File: src/rtl/rom_d_arbiter.sv
// Two-port arbiter in front of the asynchronous-read instruction ROM.
// Port 0 (IF stage) has fixed priority; port 1 is forced through after STARVE_LIMIT denied cycles.
`timescale 1ns/1ps
module rom_d_arbiter #(
  parameter int AW           = 10,
  parameter int DW           = 32,
  parameter int STARVE_LIMIT = 4
) (
  input  logic          clk,
  input  logic          rst,
  input  logic          m0_req,
  input  logic [AW-1:0] m0_addr,
  output logic          m0_gnt,
  output logic          m0_rvalid,
  output logic [DW-1:0] m0_rdata,
  input  logic          m1_req,
  input  logic [AW-1:0] m1_addr,
  output logic          m1_gnt,
  output logic          m1_rvalid,
  output logic [DW-1:0] m1_rdata,
  output logic [AW-1:0] rom_a,
  input  logic [DW-1:0] rom_spo,
  output logic [3:0]    busy_cnt
);
  // Handshake: mX_req/mX_addr stay stable until mX_gnt is seen high in the same
  // cycle; the read completes on that edge and mX_rvalid pulses for one cycle after it.

  localparam logic [3:0] LIMIT = 4'(STARVE_LIMIT);

  logic [3:0]    r_wait_cnt;
  logic [AW-1:0] r_last_a;
  logic          r_m0_rvalid;
  logic          r_m1_rvalid;
  logic [DW-1:0] r_m0_rdata;
  logic [DW-1:0] r_m1_rdata;

  logic          w_starved;
  logic          w_m0_win;
  logic          w_m1_win;
  logic [AW-1:0] w_rom_a;

  // Grants depend only on requests and the wait counter, never on rom_spo.
  assign w_starved = m1_req && (r_wait_cnt == LIMIT);
  assign w_m1_win  = w_starved || (m1_req && !m0_req);
  assign w_m0_win  = m0_req && !w_starved;

  always_comb begin
    w_rom_a = r_last_a;
    if (rst)           w_rom_a = '0;
    else if (w_m1_win) w_rom_a = m1_addr;
    else if (w_m0_win) w_rom_a = m0_addr;
  end

  always_ff @(posedge clk or posedge rst) begin
    if (rst) begin
      r_wait_cnt  <= '0;
      r_last_a    <= '0;
      r_m0_rvalid <= 1'b0;
      r_m1_rvalid <= 1'b0;
      r_m0_rdata  <= '0;
      r_m1_rdata  <= '0;
    end else begin
      r_m0_rvalid <= w_m0_win;
      r_m1_rvalid <= w_m1_win;
      if (w_m0_win) r_m0_rdata <= rom_spo;
      if (w_m1_win) r_m1_rdata <= rom_spo;
      if (w_m0_win || w_m1_win) r_last_a <= w_rom_a;
      if (w_m1_win || !m1_req)      r_wait_cnt <= '0;
      else if (r_wait_cnt != LIMIT) r_wait_cnt <= r_wait_cnt + 4'd1;
    end
  end

  assign m0_gnt    = w_m0_win;
  assign m1_gnt    = w_m1_win;
  assign m0_rvalid = r_m0_rvalid;
  assign m1_rvalid = r_m1_rvalid;
  assign m0_rdata  = r_m0_rdata;
  assign m1_rdata  = r_m1_rdata;
  assign rom_a     = w_rom_a;
  assign busy_cnt  = r_wait_cnt;

endmodule

File: config.mk
export PLATFORM = sky130hd
export DESIGN_NAME = rom_d_arbiter
export DESIGN_NICKNAME = d
export VERILOG_FILES = /design/src/rtl/rom_d_arbiter.sv
export SDC_FILE = /design/constraint.sdc
export NUM_CORES = 1
export LEC_CHECK = 0
export BUFFER_PORTS_ARGS = -buffer_cell sky130_fd_sc_hd__buf_2
export CAP_MARGIN = 10
export CELL_PAD_IN_SITES_DETAIL_PLACEMENT = 0
export CELL_PAD_IN_SITES_GLOBAL_PLACEMENT = 1
export CORE_MARGIN = 5
export CORE_UTILIZATION = 41
export DETAILED_ROUTE_END_ITERATION = 8
export GPL_TIMING_DRIVEN = 0
export PLACE_DENSITY = 0.89
export REMOVE_ABC_BUFFERS = 1
export SETUP_SLACK_MARGIN = 0.2
export SKIP_LAST_GASP = 1
export SLEW_MARGIN = 20
export SYNTH_ARGS = -nofsm -noshare
export SYNTH_HDL_FRONTEND = slang
export SYNTH_SLANG_ARGS = --single-unit
File: constraint.sdc
create_clock -name clk -period 3.9 [get_ports clk]
set_input_delay 0.39 -clock clk [delete_from_list [all_inputs] [get_ports clk]]
set_output_delay 0.39 -clock clk [all_outputs]
set_load 0.005 [all_outputs]
# ---- Word level (Yosys, flattened, before mapping)
# Index checks and enable logic that the tools add are counted.
dict set report word_totals {
  regBits 80
  in_bits 56
  word_cells 24
}
dict set report classes {
  add_sub_neg 1
  eq_ne 2
  muxes 5
  n_reduce_logical 10
}
# cell count
set ops {}
lappend ops {{$mux W10} 3}
lappend ops {{$mux W4} 2}
lappend ops {{$add A4 B1 Y4 const B} 1}
lappend ops {{$eq A4 B3 Y1 const B} 1}
lappend ops {{$ne A4 B3 Y1 const B} 1}
lappend ops {{$logic_and A1 B1 Y1} 3}
lappend ops {{$logic_not A1 Y1} 3}
lappend ops {{$logic_or A1 B1 Y1} 3}
lappend ops {{$reduce_bool A2 Y1} 1}

# ---- Depth between registers and ports, before layout
dict set report depth {
  ltp_word 7
  ltp_mapped 7
  mapped_depth_nobuf 6
}

# ---- Least setup slack after synthesis
# Ideal clock, no wire load.
dict set report synth_path {
  path_kind {input to register}
  startpoint {input port rst}
  endpoint {register r_last_a[0]}
  setup_ns 0.066
  arrival_time_ns 2.869
  required_ns 3.834
  slack_ns 0.965
  path_stages 4
  path_buffers 1
  path_cell_list {inv_1 and3_1 clkbuf_1 a221o_1}
}
dict set report synth_via {
  elab_chain_len 1
}
# item line_no
set synth_rtl {}
lappend synth_rtl {{start, declared} 10} ;# input logic rst,
lappend synth_rtl {{$mux W10} 49} ;# if (rst) w_rom_a = '0;
lappend synth_rtl {{end signal, assigned} 67} ;# if (w_m0_win || w_m1_win) r_last_a <= w_rom_a;
lappend synth_rtl {{end, declared} 31} ;# logic [AW-1:0] r_last_a;
# Every way passes these cells.
# A chain may end at the register's enable or synchronous reset.

# ---- Final worst setup path
dict set report layout_path {
  startpoint {register r_wait_cnt[0] (netlist: busy_cnt[0])}
  endpoint {output port m0_gnt}
}
dict set report layout_via {
  elab_chain_len 4
}
# item line_no
set layout_rtl {}
lappend layout_rtl {{start, declared} 30} ;# logic [3:0] r_wait_cnt;
lappend layout_rtl {{start signal, assigned} 69} ;# else if (r_wait_cnt != LIMIT) r_wait_cnt <= r_wait_cnt + 4'd1;
lappend layout_rtl {{$eq A4 B3 Y1} 43} ;# assign w_starved = m1_req && (r_wait_cnt == LIMIT);
lappend layout_rtl {{$logic_and A1 B1 Y1} 43}
lappend layout_rtl {{$logic_not A1 Y1} 45} ;# assign w_m0_win = m0_req && !w_starved;
lappend layout_rtl {{$logic_and A1 B1 Y1} 45}
lappend layout_rtl {{end, declared} 13} ;# output logic m0_gnt,
# Every way passes these cells.

==> impl_metrics.sql <==
INSERT INTO impl_metrics (metric_group, metric, value, unit) VALUES
('run_status', 'result_of_the_run', 'complete, no violations', ''),
('worst_setup_path', 'required_arrival_time_at_the_worst_endpoint', '3.51', 'ns'),
('worst_hold_path', 'worstHoldPathType', 'input pin to asynchronous set/reset pin', ''),
('clock_network', 'worstSkewPairLatency', '0.35', 'ns'),
('synthesis', 'syn_area_per_cell', '14.7', 'um^2'),
('floorplan', 'initial_core_util', '41.8', '%'),
('clock_network', 'cts-buffers-inserted', '9', ''),
('placement', 'port_buffers', '137', ''),
('timing', 'worst_hold_slack', '0.157', 'ns'),
('placement', 'detailedPlace.worstSlack', '1.27', 'ns'),
('finish', 'area_delta_synth_final', '29.3', '%'),
('placement', 'postPlaceCellArea', '4180', 'um^2'),
('worst_setup_path', 'number_of_cells_traversed_by_the_worst_register_to_register_path', '6', ''),
('clock_network', 'post-cts-setup-buffer-count', '0', ''),
('floorplan', 'die-height', '101', 'um'),
('timing', 'final-hold-violation-count', '0', ''),
('route', 'final_antenna_net_count', '0', ''),
('timing', 'max_freq', '0.350', 'GHz'),
('worst_setup_path', 'critical_path_arrival', '2.47', 'ns'),
('grt', 'grt_antenna_before_repair', '0', ''),
('floorplan', 'placeableCoreArea', '8130', 'um^2'),
('route', 'drt_drc_violations_left', '0', ''),
('route', 'avg_wl_per_cell', '17.4', 'um'),
('finish', 'fin_nets', '423', ''),
('route', 'initialDrtViolationCount', '52', ''),
('route', 'vias', '2431', ''),
('clock_network', 'clockBufferDepth', '2', ''),
('pwr', 'switching_power', '498', 'uW'),
('floorplan', 'io_pins', '138', ''),
('grt', 'overflow', '0', ''),
('worst_setup_path', 'setup.worst_path.end_class', 'primary output', ''),
('synthesis', 'synthDominantAreaCellType', 'sky130_fd_sc_hd__dfrtp_1', ''),
('timing', 'max-slew-margin-rel', '51.0', '%'),
('pwr', 'power.switching_fraction', '25.1', '%'),
('grt', 'gr-usage-all-layers', '15.9', '%'),
('worst_setup_path', 'crit-reg2reg-capture', 'm0_rdata[15]', ''),
('route', 'finalWirelength', '8280', 'um'),
('worst_setup_path', 'crit_path_max_fanout', '26', ''),
('timing', 'setup_viol_count_final', '0', ''),
('job', 'cap_violations', '0', ''),
('timing', 'final.setup.tns', '0', 'ns'),
('pwr', 'power.total', '1.98', 'mW'),
('pwr', 'share_comb_of_total_power', '17.5', '%'),
('placement', 'dp.final_hpwl', '6020', 'um'),
('synthesis', 'synth_area', '3400', 'um^2'),
('clock_network', 'clock_tree.htree_level_count', '3', ''),
('route', 'first_pass_iters', '4', ''),
('clock_network', 'cts_num_sinks', '80', ''),
('timing', 'timing.final.ws_setup', '1.04', 'ns'),
('grt', 'largest_net_degree_at_the_start_of_global_routing', '48', ''),
('finish', 'fillCellCount', '677', ''),
('synthesis', 'ys_seq_area_share', '58.9', '%'),
('clock_network', 'path_clk_slew', '0.08', 'ns'),
('synthesis', 'postSynthRegisterBits', '80', ''),
('pwr', 'power_leakage', '2.15', 'nW'),
('synthesis', 'ys_types', '25', ''),
('floorplan', 'overall_die_area', '10200', 'um^2'),
('synthesis', 'portion_of_synthesized_cell_area_occupied_by_the_leading_cell_type', '58.9', '%'),
('floorplan', 'num_rows', '33', ''),
('synthesis', 'ys.warnings.count', '0', ''),
('worst_setup_path', 'crit_start_category', 'flip-flop', ''),
('finish', 'final_cell_mix', 'sky130_fd_sc_hd__buf_2, sky130_fd_sc_hd__dfrtp_1, sky130_fd_sc_hd__mux2_2, sky130_fd_sc_hd__mux2_4', ''),
('pwr', 'ir_drop', '0.000165', 'V'),
('grt', 'first_global_vias', '2487', ''),
('pwr', 'p_int', '1.48', 'mW'),
('pwr', 'power.density_cell_area', '451', 'nW/um^2'),
('placement', 'finalWeightedCongestion', '0.707', ''),
('finish', 'postLayoutCellArea', '4400', 'um^2'),
('clock_network', 'hold_buffers', '0', ''),
('timing', 'crit_share_post_route', '73.3', '%'),
('timing', 'layout_min_cycle_time', '2.86', 'ns');
worst max-delay path: stages, from the launching register on:
cell	delay (ns)
sky130_fd_sc_hd__dfrtp_1	0.43
sky130_fd_sc_hd__inv_1	0.08
sky130_fd_sc_hd__ha_1	0.16
sky130_fd_sc_hd__nand4b_1	0.50
sky130_fd_sc_hd__nand2_2	0.48
sky130_fd_sc_hd__buf_12	0.24
sky130_fd_sc_hd__inv_1	0.10
sky130_fd_sc_hd__buf_2	0.13
stage by stage:
stage,util (%),std cells
detailed placement,51.4,459
finish,54.1,475
global placement,50.7,457
CTS,54.1,475
global route,54.1,475
floorplan,-,215
power groups by stage:
stage	Combinational, mW	Sequential [mW]	Clock (mW)
floorplan	0.166	0.990	0
global placement	0.340	0.980	0
detailed placement	0.351	0.988	0
CTS	0.354	0.972	0.687
global route	0.377	0.981	0.719
finish	0.347	0.970	0.665
routing by layer:
metal | global-route usage, % | part of all wire [%]
met3 | 4.15 | 8.9
met1 | 20.6 | 43
met4 | 7.26 | 1.8
met2 | 25.1 | 46
met5 | 0 | 0
how the worst max path moves through the flow:
stage / cells past startpoint / start / to
6_report: 7 / busy_cnt[0] / m0_gnt
3_5_place_dp: 4 / m1_req / m1_gnt
4_1_cts: 7 / busy_cnt[0] / m0_gnt
5_1_grt: 7 / busy_cnt[0] / m0_gnt
2_1_floorplan: 3 / rst / r_last_a[0]
3_3_place_gp: 4 / rst / r_last_a[4]
Yosys cell counts:
master and number:
sky130_fd_sc_hd__a21oi_1 10, sky130_fd_sc_hd__a221o_1 10, sky130_fd_sc_hd__a31oi_1 10, sky130_fd_sc_hd__and3_1 2
sky130_fd_sc_hd__and4b_4 1, sky130_fd_sc_hd__buf_2 3, sky130_fd_sc_hd__buf_6 4, sky130_fd_sc_hd__clkbuf_1 9
sky130_fd_sc_hd__dfrtp_1 80, sky130_fd_sc_hd__ha_1 2, sky130_fd_sc_hd__inv_1 4, sky130_fd_sc_hd__mux2_1 3
sky130_fd_sc_hd__mux2_2 32, sky130_fd_sc_hd__mux2_4 29, sky130_fd_sc_hd__nand2_1 1, sky130_fd_sc_hd__nand3_1 2
sky130_fd_sc_hd__nand4b_1 1, sky130_fd_sc_hd__nor2_1 3, sky130_fd_sc_hd__nor2b_1 1, sky130_fd_sc_hd__nor3b_1 10
sky130_fd_sc_hd__o21a_1 1, sky130_fd_sc_hd__o21ai_0 10, sky130_fd_sc_hd__or2_1 1, sky130_fd_sc_hd__xnor2_1 1
sky130_fd_sc_hd__xor2_1 1
cell type report:
class                      count  area (um^2)  share of cell area, %
clock buffer                   9          124                   2.82
clock inverter                 7         95.1                   2.16
inverter                       4         17.5                  0.398
multi-input combinational    131         1290                   29.4
sequential                    80         2000                   45.5
tap                          105          131                   2.99
timing repair buffer         139          733                   16.7
state kept, by name (all words and copies together) (netlist names):
signal     count
busy_cnt       4
m1_rdata      32
r_last_a      10
m0_rdata      32
m0_rvalid      1
m1_rvalid      1
cells by family after synthesis:
logic type,share of synthesized area (%)
adder cells (fa/ha/maj),0.736
AO/OA/AOI/OAI,7.95
flip-flops,58.9
multiplexers,24.4
XOR/XNOR,0.515
buffers and inverters,3.20
AND/OR/NAND/NOR,4.34
Power figures use the tool's default switching activity.
